===== config.mk =====
export PLATFORM = sky130hd
export DESIGN_NAME = detector_jogada
export DESIGN_NICKNAME = d
export VERILOG_FILES = /design/src/rtl/jogada_pkg.sv /design/src/rtl/sincronizador.sv /design/src/rtl/detector_jogada.sv
export SDC_FILE = /design/constraint.sdc
export NUM_CORES = 1
export LEC_CHECK = 0
export ABC_AREA = 1
export BUFFER_PORTS_ARGS = -buffer_cell sky130_fd_sc_hd__buf_2
export CORE_UTILIZATION = 44
export CTS_BUF_LIST = sky130_fd_sc_hd__clkbuf_8 sky130_fd_sc_hd__clkbuf_16
export CTS_CLUSTER_DIAMETER = 50
export DETAILED_ROUTE_END_ITERATION = 10
export GPL_TIMING_DRIVEN = 0
export HOLD_SLACK_MARGIN = 0.05
export PLACE_DENSITY = 0.7
export SYNTH_ARGS = -nofsm -noshare
export SYNTH_HDL_FRONTEND = slang
export SYNTH_SLANG_ARGS = --single-unit

===== constraint.sdc =====
create_clock -name clock -period 1.1 [get_ports clock]
set_input_delay 0.055 -clock clock [delete_from_list [all_inputs] [get_ports clock]]
set_output_delay 0.055 -clock clock [all_outputs]
set_load 0.01 [all_outputs]

===== src/rtl/jogada_pkg.sv =====
// Shared constants for the move detector: FSM state encoding and default switch count.
package jogada_pkg;

    localparam int N_CHAVES_PADRAO = 4;

    typedef enum logic [1:0] {
        ESPERA = 2'd0,
        FILTRA = 2'd1,
        PULSO  = 2'd2,
        SOLTA  = 2'd3
    } estado_t;

endpackage


===== src/rtl/sincronizador.sv =====
// Two-flop synchronizer for a vector of asynchronous inputs, synchronous active-high reset.
module sincronizador #(
    parameter int LARGURA = 4
) (
    input  logic               clock,
    input  logic               reset,
    input  logic [LARGURA-1:0] entrada,
    output logic [LARGURA-1:0] saida
);

    logic [LARGURA-1:0] estagio1;

    always_ff @(posedge clock) begin
        if (reset) begin
            estagio1 <= '0;
            saida    <= '0;
        end else begin
            estagio1 <= entrada;
            saida    <= estagio1;
        end
    end

endmodule


===== src/rtl/detector_jogada.sv =====
// Debounced player-move detector: emits one fez_jogada pulse per accepted switch pattern.
// Optional debounce filter enabled by defining DETECTOR_JOGADA_DEBOUNCE_EN.
//
// state  | meaning
// ESPERA | idle, waiting for a nonzero pattern while habilita is high
// FILTRA | candidate pattern must stay stable for DEBOUNCE_CICLOS cycles
// PULSO  | one-cycle fez_jogada, jogada/multipla just loaded
// SOLTA  | waiting for switches released (zero) before re-arming
module detector_jogada
    import jogada_pkg::*;
#(
    parameter int N_CHAVES        = N_CHAVES_PADRAO,
    parameter int DEBOUNCE_CICLOS = 1000
) (
    input  logic                clock,
    input  logic                reset,
    input  logic                habilita,
    input  logic [N_CHAVES-1:0] chaves,
    output logic                fez_jogada,
    output logic [N_CHAVES-1:0] jogada,
    output logic                multipla,
    output logic [1:0]          db_estado_det
);

    estado_t             estado, proximo;
    logic [N_CHAVES-1:0] sinc;

    sincronizador #(.LARGURA(N_CHAVES)) u_sinc (
        .clock   (clock),
        .reset   (reset),
        .entrada (chaves),
        .saida   (sinc)
    );

`ifdef DETECTOR_JOGADA_DEBOUNCE_EN
    localparam int              CNT_W   = $clog2(DEBOUNCE_CICLOS);
    localparam logic [CNT_W-1:0] CNT_MAX = CNT_W'(DEBOUNCE_CICLOS - 1);

    logic [CNT_W-1:0]    contador, contador_prox;
    logic [N_CHAVES-1:0] candidato, candidato_prox;

    always_ff @(posedge clock) begin
        if (reset) begin
            contador  <= '0;
            candidato <= '0;
        end else begin
            contador  <= contador_prox;
            candidato <= candidato_prox;
        end
    end

    always_comb begin
        proximo        = estado;
        contador_prox  = contador;
        candidato_prox = candidato;
        case (estado)
            ESPERA: begin
                if (habilita && sinc != '0) begin
                    candidato_prox = sinc;
                    contador_prox  = '0;
                    proximo        = FILTRA;
                end
            end
            FILTRA: begin
                if (!habilita || sinc == '0) begin
                    contador_prox = '0;
                    proximo       = ESPERA;
                end else if (sinc != candidato) begin
                    candidato_prox = sinc;
                    contador_prox  = '0;
                end else if (contador == CNT_MAX) begin
                    contador_prox = '0;
                    proximo       = PULSO;
                end else begin
                    contador_prox = contador + 1'b1;
                end
            end
            PULSO: begin
                contador_prox = '0;
                proximo       = SOLTA;
            end
            SOLTA: begin
                // any nonzero sample restarts the release window
                if (sinc != '0) begin
                    contador_prox = '0;
                end else if (contador == CNT_MAX) begin
                    contador_prox = '0;
                    proximo       = ESPERA;
                end else begin
                    contador_prox = contador + 1'b1;
                end
            end
            default: proximo = ESPERA;
        endcase
    end
`else
    logic unused_debounce;
    assign unused_debounce = ^DEBOUNCE_CICLOS;

    always_comb begin
        proximo = estado;
        case (estado)
            ESPERA:  if (habilita && sinc != '0) proximo = PULSO;
            PULSO:   proximo = SOLTA;
            SOLTA:   if (sinc == '0) proximo = ESPERA;
            default: proximo = ESPERA;
        endcase
    end
`endif

    // On the edge into PULSO sinc equals the accepted pattern in both builds
    always_ff @(posedge clock) begin
        if (reset) begin
            estado   <= ESPERA;
            jogada   <= '0;
            multipla <= 1'b0;
        end else begin
            estado <= proximo;
            if (proximo == PULSO && estado != PULSO) begin
                jogada   <= sinc;
                multipla <= ($countones(sinc) > 1);
            end
        end
    end

    assign fez_jogada    = (estado == PULSO);
    assign db_estado_det = estado;

endmodule


After elaboration in Yosys (flattened, before gate mapping)
Index checks and enable logic that the tools add are counted.
- register bits after elaboration: 15
- $add $sub $neg: 3
- $lt $le $gt $ge: 1
- eq/ne operators: 4
- multiplexer cells: 3
- reduce and logical (&&, ||, !) cells: 5
- operators with widths (kind ; count):
    equality test 2 bit (second input constant) ; 3
    one-hot mux 2 bit (3 select lines) ; 1
    adder 1 x 1 -> 2 bit ; 2
    logical NOT 4 bit ; 1
    two-way mux 2 bit ; 2
    nonzero test 4 bit ; 1
    adder 2 x 2 -> 3 bit ; 1
    > comparator 3 x 1 -> 1 bit (second input constant) ; 1
    logical AND 1 bit ; 2
    logical NOT 2 bit ; 1
    != test 2 bit (second input constant) ; 1

Depth between registers and ports, before layout
Gate-level depths: netlist (run 1).
- depth in word-level cells: 6
- gate-level depth with buffers: 7
- gate-level depth less buffers: 7

Cells and area by module
From an unflattened synthesis (run 1), not the netlist that was laid out.
- cells, all modules: 78
- area total of the unflattened synthesis: 601.8 um^2
- modules (own cells, without submodules) (module ; instances ; cells an instance ; area an instance (um^2)):
    detector_jogada ; 1 ; 53 ; 370.4
    sincronizador ; 1 ; 25 ; 231.5

Worst setup path after synthesis (run 1)
Ideal clock, no wire load.
- kind: register -> register
- start point: register u_sinc.saida[0]
- end point: register multipla
- library setup time: 0.114 ns
- data arrival time: 1.121 ns
- data required time: 0.986 ns
- setup slack: -0.135 ns
- stages on the path, launching flop included: 6
- buffers on the path: 0
- clock period less this slack: 1.235 ns
- cell sequence: dfxtp_1 > inv_1 > fa_1 > o21ai_0 > nor2_1 > nor2_2
- longest elaborated chain between the ends: 6
- RTL lines (what ; RTL line ; source):
    from (decl) ; sincronizador.sv:8 ; output logic [LARGURA-1:0] saida
    from (signal assigned) ; sincronizador.sv:19 ; saida <= estagio1;
    branches (longest 6 deep; another with adder 2 x 2 -> 3 bit) ; -- ;
    to (signal assigned) ; detector_jogada.sv:121 ; multipla <= ($countones(sinc) > 1);
    to (decl) ; detector_jogada.sv:21 ; output logic multipla,
Parallel ways; which one is timed is not known.
A chain may end at the register's enable or synchronous reset.

Worst setup path after layout (run 1)
- start point: register u_sinc.saida[1]
- end point: register multipla
Same word-level chain as after synthesis.

==> run_results.csv, run 1 <==
group,metric,value,unit
outcome,outcome,"complete, but fails checks",
outcome,violations,"setup timing",
sta,period_minus_slack,1220,ps
worst_setup_path,arrival,1360,ps
yosys,synth_area,627,um^2
place,dpl.hpwl,643,um
worst_hold_path,hold_class,"in2reg",
worst_setup_path,critPathCaptureType,"flip-flop",
yosys,synth_seq_cells,15,
cts,cts_buffer_depth,2,
worst_setup_path,crit_path_start_kind,"flip-flop",
sta,worstMarginPinSlew,169,ps
yosys,synth_seq_area_share,47.9,%
yosys,synthTopCellsByArea,"dfxtp_1 (48%), inv_1 (13%), nor2_1 (7.8%), nand2_1 (6.0%), nor2_2 (6.0%)",
sta,timing.fmax,0.818,GHz
routing,first_pass_iters,2,
sta,finalCritPeriodShare,111,%
routing,dr_total_vias,481,
sta,finClkSkew,1.56,ps
routing,drt_wl_total,870,um
global_route,grt_use_total,13.8,%
floorplanning,dieArea,0.00158,mm^2
cts,cts.sinks,15,
yosys,yosys.area.top_type_share,47.9,%
floorplanning,die_h,39.7,um
routing,drt_iter0_drc,3,
power_and_ir_drop,powerDensity,1500,mW/mm^2
floorplanning,die_w,39.7,um
final_layout,final_cells,117,
cts,insertion_delay,240,ps
worst_setup_path,critPathKind,"reg2reg",
cts,cts_htree_levels,1,
cts,root_buffer,"clkbuf_8",
cts,cts_tree,"yes",
place,port_buffers,13,
final_layout,seq_area,303,um^2
yosys,ys_types,15,
final_layout,area_delta_synth_final,27.5,%
floorplanning,core,0.00132,mm^2
cts,cts.reportedPaths.clkPinSlew,60,ps
sta,holdWs,89.2,ps
final_layout,antennaDiodeCount,0,
floorplanning,initial_core_util,47.6,%
place,pre_cts_ws,-117,ps
floorplanning,rows,13,
yosys,syn_nets,90,
global_route,grt-ovfl-total,0,
yosys,yosysWarnings,0,
sta,layout_setup_ws,-123,ps
sta,slew_headroom,88.6,%
yosys,synthCells,81,
global_route,grt_max_degree,11,
global_route,grt_pass1_vias,391,
floorplanning,pin_count,15,
job,max_cap_viol_count,0,
final_layout,fillCellCount,127,
sta,setup_tns,-168,ps
final_layout,multi_input_area,228,um^2
place,place_congestion,0.741,
sta,rsz0062_at_grt,"yes",
routing,drtAntennaViolNets,0,
worst_setup_path,crit_fanout,2,
global_route,grt_pass1_wl,1.43,mm
final_layout,final_layout_size_suffix_gt1_share,34.3,%
yosys,avgSynthCellArea,7.74,um^2
power_and_ir_drop,power_leakage,0.434,nW
power_and_ir_drop,ir_worst_vdd,628,uV
sta,maxSlewViolCount,0,
power_and_ir_drop,fin_total_pwr,1.20,mW
sta,finalHoldViolations,0,
routing,wire_per_inst,7.44,um
global_route,antenna_found_initial,0,
worst_setup_path,critical_path_required,1240,ps
routing,drc_errors,0,
final_layout,fin_nets,112,
place,dpl.cell_count,109,
sta,setup_viol,4,
routing,vias_per_cell,4.11,
yosys,yosysTopAreaCell,"dfxtp_1",
cts,cts-buffers-inserted,3,
[final cells by class]
cell class,count,share of cell area [%]
plain buffers,1,0.626
clock buffers,3,5.16
clock inverters,1,0.626
inverters,25,11.7
multi-input cells,40,28.5
flip-flops and latches,15,37.9
well taps,15,2.35
repair buffers,17,13.1
[kinds of logic after synthesis]
group,share of synthesized area [%]
buffers and inverters,15.8
AND/OR/NAND/NOR,29.5
AO/OA/AOI/OAI,1.60
flip-flops,47.9
adder cells (fa/ha/maj),5.19
[routing by layer]
| layer | GRT usage (%) | part of all wire [%] |
|---|---|---|
| met1 | 14.8 | 47 |
| met4 | 7.76 | 0 |
| met3 | 3.41 | 3.2 |
| met5 | 0 | 0 |
| met2 | 24.2 | 50 |
[synth_stat cells]
library cell,instances
inv_1,22
dfxtp_1,15
nor2_1,13
nand2_1,10
nor2_2,6
inv_2,3
nand2_2,2
nand4_1,2
o21ai_0,2
buf_2,1
fa_1,1
ha_1,1
nand3_1,1
nand3_2,1
nand4_4,1
[repair_timing]
action,4_1_cts,5_1_grt
hold endpoints to repair,4,0
hold buffers,4,0
pin swaps,0,6
buffers inserted,0,0
gates resized for setup,0,2
endpoints found under the setup margin,5,5
[report_power, final]
| group | total, mW | internal [mW] | switching, mW |
|---|---|---|---|
| Combinational | 0.174 | 0.0747 | 0.0994 |
| Clock | 0.432 | 0.250 | 0.182 |
| Sequential | 0.593 | 0.577 | 0.0154 |
[flip-flops by register name (all words and copies together) (netlist names)]
signal,cells
jogada,4
u_sinc.estagio1,4
u_sinc.saida,4
db_estado_det,2
multipla,1
[final timing paths]
check | startpoint | to | slack [ps] | cells after the start
max | u_sinc.saida[1] | multipla | -120 | 5
min | reset | u_sinc.saida[0] | 90 | 2
max reg2reg | u_sinc.saida[1] | multipla | -120 | 5
min reg2reg | u_sinc.estagio1[0] | u_sinc.saida[0] | 390 | 2
[placed cells by master (no fill, tap or decap)]
cell            n
clkbuf_8        3
dlygate4sd3_1   4
fa_1            1
clkinv_2        1
o21ai_0         1
dfxtp_2         2
ha_1            1
inv_2           5
inv_1          20
nand2_1        10
nand2_2         2
buf_2          14
nor2_2          6
dfxtp_1        13
nand3_1         1
nand3_2         1
nand4_1         2
nand4_4         1
nor2_1         13
o21ai_1         1
[through the flow]
stage / util, % / instance area [um^2]
2_1_floorplan: - / 628
3_3_place_gp: 54.0 / 712
3_5_place_dp: 54.0 / 712
4_1_cts: 60.6 / 798
5_1_grt: 60.7 / 800
6_report: 60.7 / 800
[worst max-delay path, stage by stage (launching register included)]
cell,delay [ps]
dfxtp_2,330
inv_2,40
fa_1,520
o21ai_1,50
nor2_1,120
nor2_2,50
Note: power is estimated with default switching activity, not from simulation.
==> inputs of run 2 (changes only) <==
--- a/config.mk
+++ b/config.mk
@@ -13,7 +13,8 @@
 export DETAILED_ROUTE_END_ITERATION = 10
 export GPL_TIMING_DRIVEN = 0
 export HOLD_SLACK_MARGIN = 0.05
-export PLACE_DENSITY = 0.7
+export PLACE_DENSITY_LB_ADDON = 0.25
+export SLEW_MARGIN = 0
 export SYNTH_ARGS = -nofsm -noshare
 export SYNTH_HDL_FRONTEND = slang
 export SYNTH_SLANG_ARGS = --single-unit
==> run 2 against run 1 <==
Against the previous run: the flow still finishes with violations (setup timing); clock skew about the same; via count decreased by 0.83%; maximum frequency increased by 0.73%; clock power decreased by 3%; register-to-register slack about the same; final cell count unchanged; first-iteration DRC count decreased by 100%; design area decreased by 0.16%; total power decreased by 1.3%; die area unchanged; critical path depth unchanged; non-clock buffer count unchanged; largest cell class unchanged; largest power group unchanged; highest routed layer unchanged.
==> run_results.csv, run 2 (same netlist as run 1, synthesis figures left out) <==
group,metric,value,unit
outcome,outcome,"complete, but fails checks",
outcome,violations,"setup timing",
worst_hold_path,hold_class,"in2reg",
routing,first_pass_iters,1,
cts,root_buffer,"clkbuf_8",
final_layout,area_delta_synth_final,27.3,%
cts,insertion_delay,240,ps
sta,finalHoldViolations,0,
floorplanning,initial_core_util,47.6,%
floorplanning,dieArea,0.00158,mm^2
floorplanning,die_h,39.7,um
final_layout,final_cell_mix,"inv_1 (21), buf_2 (14), nor2_1 (13), dfxtp_1 (13), nand2_1 (10)",
global_route,busiest_layer,"met2",
worst_hold_path,hp-start,"reset",
place,dpl.cell_count,109,
worst_setup_path,startpoint,"u_sinc.saida[1]",
power_and_ir_drop,fin_total_pwr,1.18,mW
final_layout,seq_area,303,um^2
routing,drt_wl_total,847,um
final_layout,final_layout_size_suffix_gt1_share,33.3,%
sta,finalCritPeriodShare,110,%
global_route,grt_pass1_vias,349,
routing,dr_total_vias,477,
final_layout,layout_commonest_cell,"inv_1",
power_and_ir_drop,ir_worst_vdd,1010,uV
sta,worstMarginPinSlew,175,ps
cts,cts_tree,"yes",
final_layout,multi_input_area,228,um^2
place,place_congestion,0.746,
final_layout,antennaDiodeCount,0,
worst_setup_path,critPathKind,"reg2reg",
sta,period_minus_slack,1210,ps
sta,layout_setup_ws,-114,ps
cts,cts.sinks,15,
global_route,grt_pass1_wl,1.35,mm
final_layout,reg_top3,"jogada x4, u_sinc.estagio1 x4, u_sinc.saida x4",
place,port_buffers,13,
sta,maxSlewViolCount,0,
worst_setup_path,r2r-start,"u_sinc.saida[1]",
routing,drc_errors,0,
worst_setup_path,arrival,1350,ps
cts,cts_buffer_depth,2,
worst_setup_path,critPathCaptureType,"flip-flop",
global_route,grt_util_met3,5.11,%
global_route,grt_max_degree,11,
cts,post-cts-setup-buffers,0,
floorplanning,core,0.00132,mm^2
sta,timing.fmax,0.824,GHz
sta,setup_viol,3,
final_layout,fin_nets,112,
final_layout,final_cells,117,
global_route,antenna_found_initial,0,
power_and_ir_drop,power_leakage,0.435,nW
power_and_ir_drop,powerDensity,1480,mW/mm^2
worst_setup_path,critical_path_required,1240,ps
sta,slew_headroom,88.2,%
routing,drt_iter0_drc,0,
cts,cts-buffers-inserted,3,
floorplanning,die_w,39.7,um
routing,drtAntennaViolNets,0,
sta,setup_tns,-147,ps
floorplanning,pin_count,15,
routing,wire_per_inst,7.24,um
global_route,grt-ovfl-total,0,
routing,vias_per_cell,4.08,
cts,cts_htree_levels,1,
job,max_cap_viol_count,0,
sta,rsz0062_at_grt,"yes",
floorplanning,rows,13,
global_route,gr-usage-met2,21.3,%
sta,finClkSkew,1.96,ps
final_layout,fillCellCount,122,
worst_setup_path,crit_path_start_kind,"flip-flop",
cts,cts.reportedPaths.clkPinSlew,60,ps
global_route,grt_util_met1,15.0,%
global_route,grt_use_total,13.4,%
place,dpl.hpwl,617,um
worst_setup_path,crit_fanout,2,
-- run 2: worst max-delay path, stage by stage (launching register included) --
cell and delay (ps):
dfxtp_2 330, inv_2 40, fa_1 520, o21ai_1 50, nor2_1 130, nor2_2 40
-- run 2: layout make-up --
class / instances / area share (%)
Clock buffer: 3 / 5.17
Buffer: 1 / 0.627
Timing Repair Buffer: 17 / 13.2
Tap cell: 15 / 2.35
Inverter: 25 / 11.8
Clock inverter: 1 / 0.470
Sequential cell: 15 / 37.9
Multi-Input combinational cell: 40 / 28.5
-- run 2: layer usage --
layer | share of wire [%] | vias up
met2 | 50 | 12
met3 | 4.7 | 0
met5 | 0 | -
li1 | - | 270
met4 | 0 | 0
met1 | 45 | 195
-- run 2: metrics by stage --
step           utilization (%)  hold slack (ps)  worst slack (ps)  area, um^2
2_1_floorplan                -              162             -76.7         628
6_report                  60.6             91.1              -114         798
3_5_place_dp              54.0              262              -118         712
5_1_grt                   60.6              128              -194         798
3_3_place_gp              54.0              252              -102         712
4_1_cts                   60.5             94.6              -111         797
-- run 2: power breakdown --
group	switching, mW	leakage [nW]	internal (mW)
Clock	0.171	0.0269	0.246
Sequential	0.0151	0.124	0.578
Combinational	0.0985	0.283	0.0752
Total	0.284	0.435	0.899
-- run 2: worst paths after layout --
check,end,slack [ps],cells after the start
hold reg to reg,u_sinc.saida[1],390,2
setup reg to reg,multipla,-110,5
hold / removal,u_sinc.saida[1],90,2
setup / recovery,multipla,-110,5
-- run 2: timing repair --
item,4_1_cts,5_1_grt
hold buffers,4,0
resized for setup,0,2
pin swaps,0,5
setup endpoints to repair,5,5
hold endpoints to repair,4,0
cloned,0,0
==> inputs of run 3 (changes only) <==
--- a/config.mk
+++ b/config.mk
@@ -6,15 +6,17 @@
 export NUM_CORES = 1
 export LEC_CHECK = 0
 export ABC_AREA = 1
-export BUFFER_PORTS_ARGS = -buffer_cell sky130_fd_sc_hd__buf_2
-export CORE_UTILIZATION = 44
+export CORE_AREA = 2 2 39 41
 export CTS_BUF_LIST = sky130_fd_sc_hd__clkbuf_8 sky130_fd_sc_hd__clkbuf_16
 export CTS_CLUSTER_DIAMETER = 50
 export DETAILED_ROUTE_END_ITERATION = 10
+export DIE_AREA = 0 0 41 43
+export DONT_BUFFER_PORTS = 1
 export GPL_TIMING_DRIVEN = 0
 export HOLD_SLACK_MARGIN = 0.05
 export PLACE_DENSITY_LB_ADDON = 0.25
 export SLEW_MARGIN = 0
 export SYNTH_ARGS = -nofsm -noshare
 export SYNTH_HDL_FRONTEND = slang
+export SYNTH_HIERARCHICAL = 1
 export SYNTH_SLANG_ARGS = --single-unit
==> run 3 against run 2 <==
Against the previous run: the run still ends with setup timing left; largest cell class unchanged; area after synthesis is 4.0% lower; sequential power is 3% higher; first-iteration DRC count is 4 higher; clock power is 7.9% higher; highest routed layer is now met4; total power is 2.6% higher.
==> run_results.csv, run 3 <==
group,metric,value,unit
outcome,outcome,"complete, but fails checks",
outcome,violations,"setup timing",
global_route,grt_pass1_vias,432,
sta,setup_viol,1,
sta,maxSlewViolCount,0,
final_layout,final_cell_mix,"inv_1 (19), nor2_1 (19), dfxtp_1 (12)",
cts,cts.reportedPaths.clkPinSlew,60,ps
final_layout,final_util,56.3,%
yosys,synth_seq_cells,15,
yosys,synth_common_cells,"inv_1 (22), nor2_1 (19), dfxtp_1 (15)",
yosys,yosys.area.top_type_share,49.9,%
power_and_ir_drop,p_clk_share,37.1,%
yosys,synth_area,602,um^2
power_and_ir_drop,powerDensity,1560,mW/mm^2
sta,finClkSkew,4.60,ps
global_route,grt_max_degree,10,
global_route,antenna_found_initial,0,
place,place_congestion,0.609,
power_and_ir_drop,ir_worst_vdd,703,uV
worst_setup_path,arrival,1330,ps
cts,cts.sinks,15,
floorplanning,die_w,41,um
routing,drt_iter0_drc,4,
routing,wire_per_inst,9.38,um
sta,holdWs,105,ps
place,pre_cts_ws,-99.7,ps
global_route,grt_use_total,14.5,%
sta,slew_headroom,83.7,%
worst_hold_path,hold_class,"in2reg",
power_and_ir_drop,p_sw_share,25.9,%
yosys,ys_types,15,
worst_setup_path,critPathKind,"reg2reg",
final_layout,area_delta_synth_final,29.5,%
yosys,synthCells,78,
global_route,grt_pass1_wl,1.66,mm
sta,finalCritPeriodShare,107,%
routing,drt_wl_total,1.01,mm
power_and_ir_drop,internal-power,0.900,mW
sta,timing.fmax,0.847,GHz
yosys,async_flop_share,0,%
sta,setup_tns,-80.2,ps
routing,first_pass_iters,2,
place,port_buffers,0,
cts,root_buffer,"clkbuf_8",
yosys,synth-edff-count,0,
power_and_ir_drop,power_leakage,0.386,nW
final_layout,reg_top3,"jogada x4, u_sinc/estagio1 x4, u_sinc/saida x4",
cts,cts_tree,"yes",
power_and_ir_drop,net-switching-power,0.314,mW
worst_setup_path,critPathCaptureType,"flip-flop",
worst_setup_path,crit_path_start_kind,"flip-flop",
yosys,yosysTopAreaCell,"dfxtp_1",
sta,layout_setup_ws,-80.2,ps
routing,dr_total_vias,455,
yosys,syn_nets,87,
sta,period_minus_slack,1180,ps
power_and_ir_drop,fin_total_pwr,1.21,mW
yosys,synthTopCellsByArea,"dfxtp_1 (50%), inv_1 (14%), nor2_1 (12%), nand2_1 (6.9%), fa_1 (3.3%)",
yosys,ys.flop_type,"dfxtp_1",
floorplanning,initial_core_util,43.5,%
final_layout,fin_nets,102,
yosys,yosysWarnings,6,
job,max_cap_viol_count,0,
cts,insertion_delay,250,ps
floorplanning,pin_count,15,
floorplanning,die_h,43,um
worst_setup_path,crit_fanout,2,
routing,vias_per_cell,4.21,
power_and_ir_drop,pwr-share-seq,50.3,%
power_and_ir_drop,combPwrFrac,12.6,%
worst_setup_path,critical_path_required,1250,ps
routing,drtAntennaViolNets,0,
global_route,grt-ovfl-total,0,
final_layout,antennaDiodeCount,0,
sta,rsz0062_at_grt,"yes",
floorplanning,core,0.00138,mm^2
sta,worstMarginPinSlew,243,ps
cts,cts_htree_levels,1,
final_layout,final_layout_size_suffix_gt1_share,20.7,%
cts,cts-buffers-inserted,3,
cts,cts_buffer_depth,2,
sta,finalHoldViolations,0,
yosys,yosysMostFrequentCell,"inv_1",
floorplanning,dieArea,0.00176,mm^2
floorplanning,rows,14,
yosys,synth_seq_area_share,49.9,%
yosys,avgSynthCellArea,7.72,um^2
routing,drc_errors,0,
place,dpl.hpwl,553,um
-- run 3: cell types whose count changed after synthesis --
cell and change:
o211ai_1 +1, buf_2 -1, nand2_1 +1, nand2_2 -1, nor2_4 +1, o21ai_0 -1, nand4_1 -1, nand3_2 -1
buf_6 +1, nand3_4 +1, nand4_4 -1, nor2_2 -6, inv_2 -2, nor2_1 +6
-- run 3: cells by family (layout without fill, tap and decap cells) --
| family | Yosys count | in the layout | share of synthesized area [%] |
|---|---|---|---|
| compound gates | 2 | 2 | 2.08 |
| fa+ha+maj | 2 | 2 | 5.41 |
| buf+inv | 24 | 37 | 16.2 |
| flops | 15 | 15 | 49.9 |
| simple gates | 35 | 36 | 26.4 |
-- run 3: critical path, stage by stage (launching register included) --
cell and delay (ps):
dfxtp_2 330, inv_2 50, fa_1 530, o21ai_1 50, nor2_1 80, nor2_1 40
-- run 3: timing repair --
action                                  in CTS  in global routing
hold buffers                                10                  1
cloned                                       0                  1
buffers inserted                             0                  1
hold endpoints to repair                    14                  3
endpoints found under the setup margin       5                 10
pin swaps                                    0                  1
resized for setup                            2                  3
-- run 3: power groups by stage --
stage,Clock [mW],Combinational [mW],Sequential [mW]
after floorplan,0,0.0972,0.619
after detailed placement,0,0.111,0.623
after CTS,0.458,0.140,0.611
final,0.450,0.153,0.611
after global routing,0.487,0.178,0.618
after global placement,0,0.109,0.622
-- run 3: layer usage --
metal  up-vias  global-route usage [%]  share of wire [%]
met5         -                       0                  0
met4         0                    10.0                2.5
met3         4                    4.71                4.2
met2        11                    22.2                 50
met1       191                    15.9                 43
li1        249                       -                  -
-- run 3: through the flow --
step,area (um^2),cells
2_1_floorplan,604,78
3_3_place_gp,624,94
3_5_place_dp,624,94
4_1_cts,772,108
5_1_grt,779,108
6_report,779,108
-- run 3: final timing paths --
check	slack (ps)	endpoint	cells past startpoint	from
worst max-delay path	-80	multipla	5	u_sinc/saida[3]
worst min-delay path	110	db_estado_det[1]	4	habilita
worst max register to register	-80	multipla	5	u_sinc/saida[3]
worst min register to register	390	u_sinc/saida[3]	2	u_sinc/estagio1[3]
-- run 3: layout make-up --
type	count	area [um^2]
fill	145	604
sequential	15	304
multi-input combinational	40	224
timing repair buffer	9	87.6
inverter	23	86.3
clock buffer	3	41.3
tap	16	20.0
buffer	1	11.3
clock inverter	1	5.00
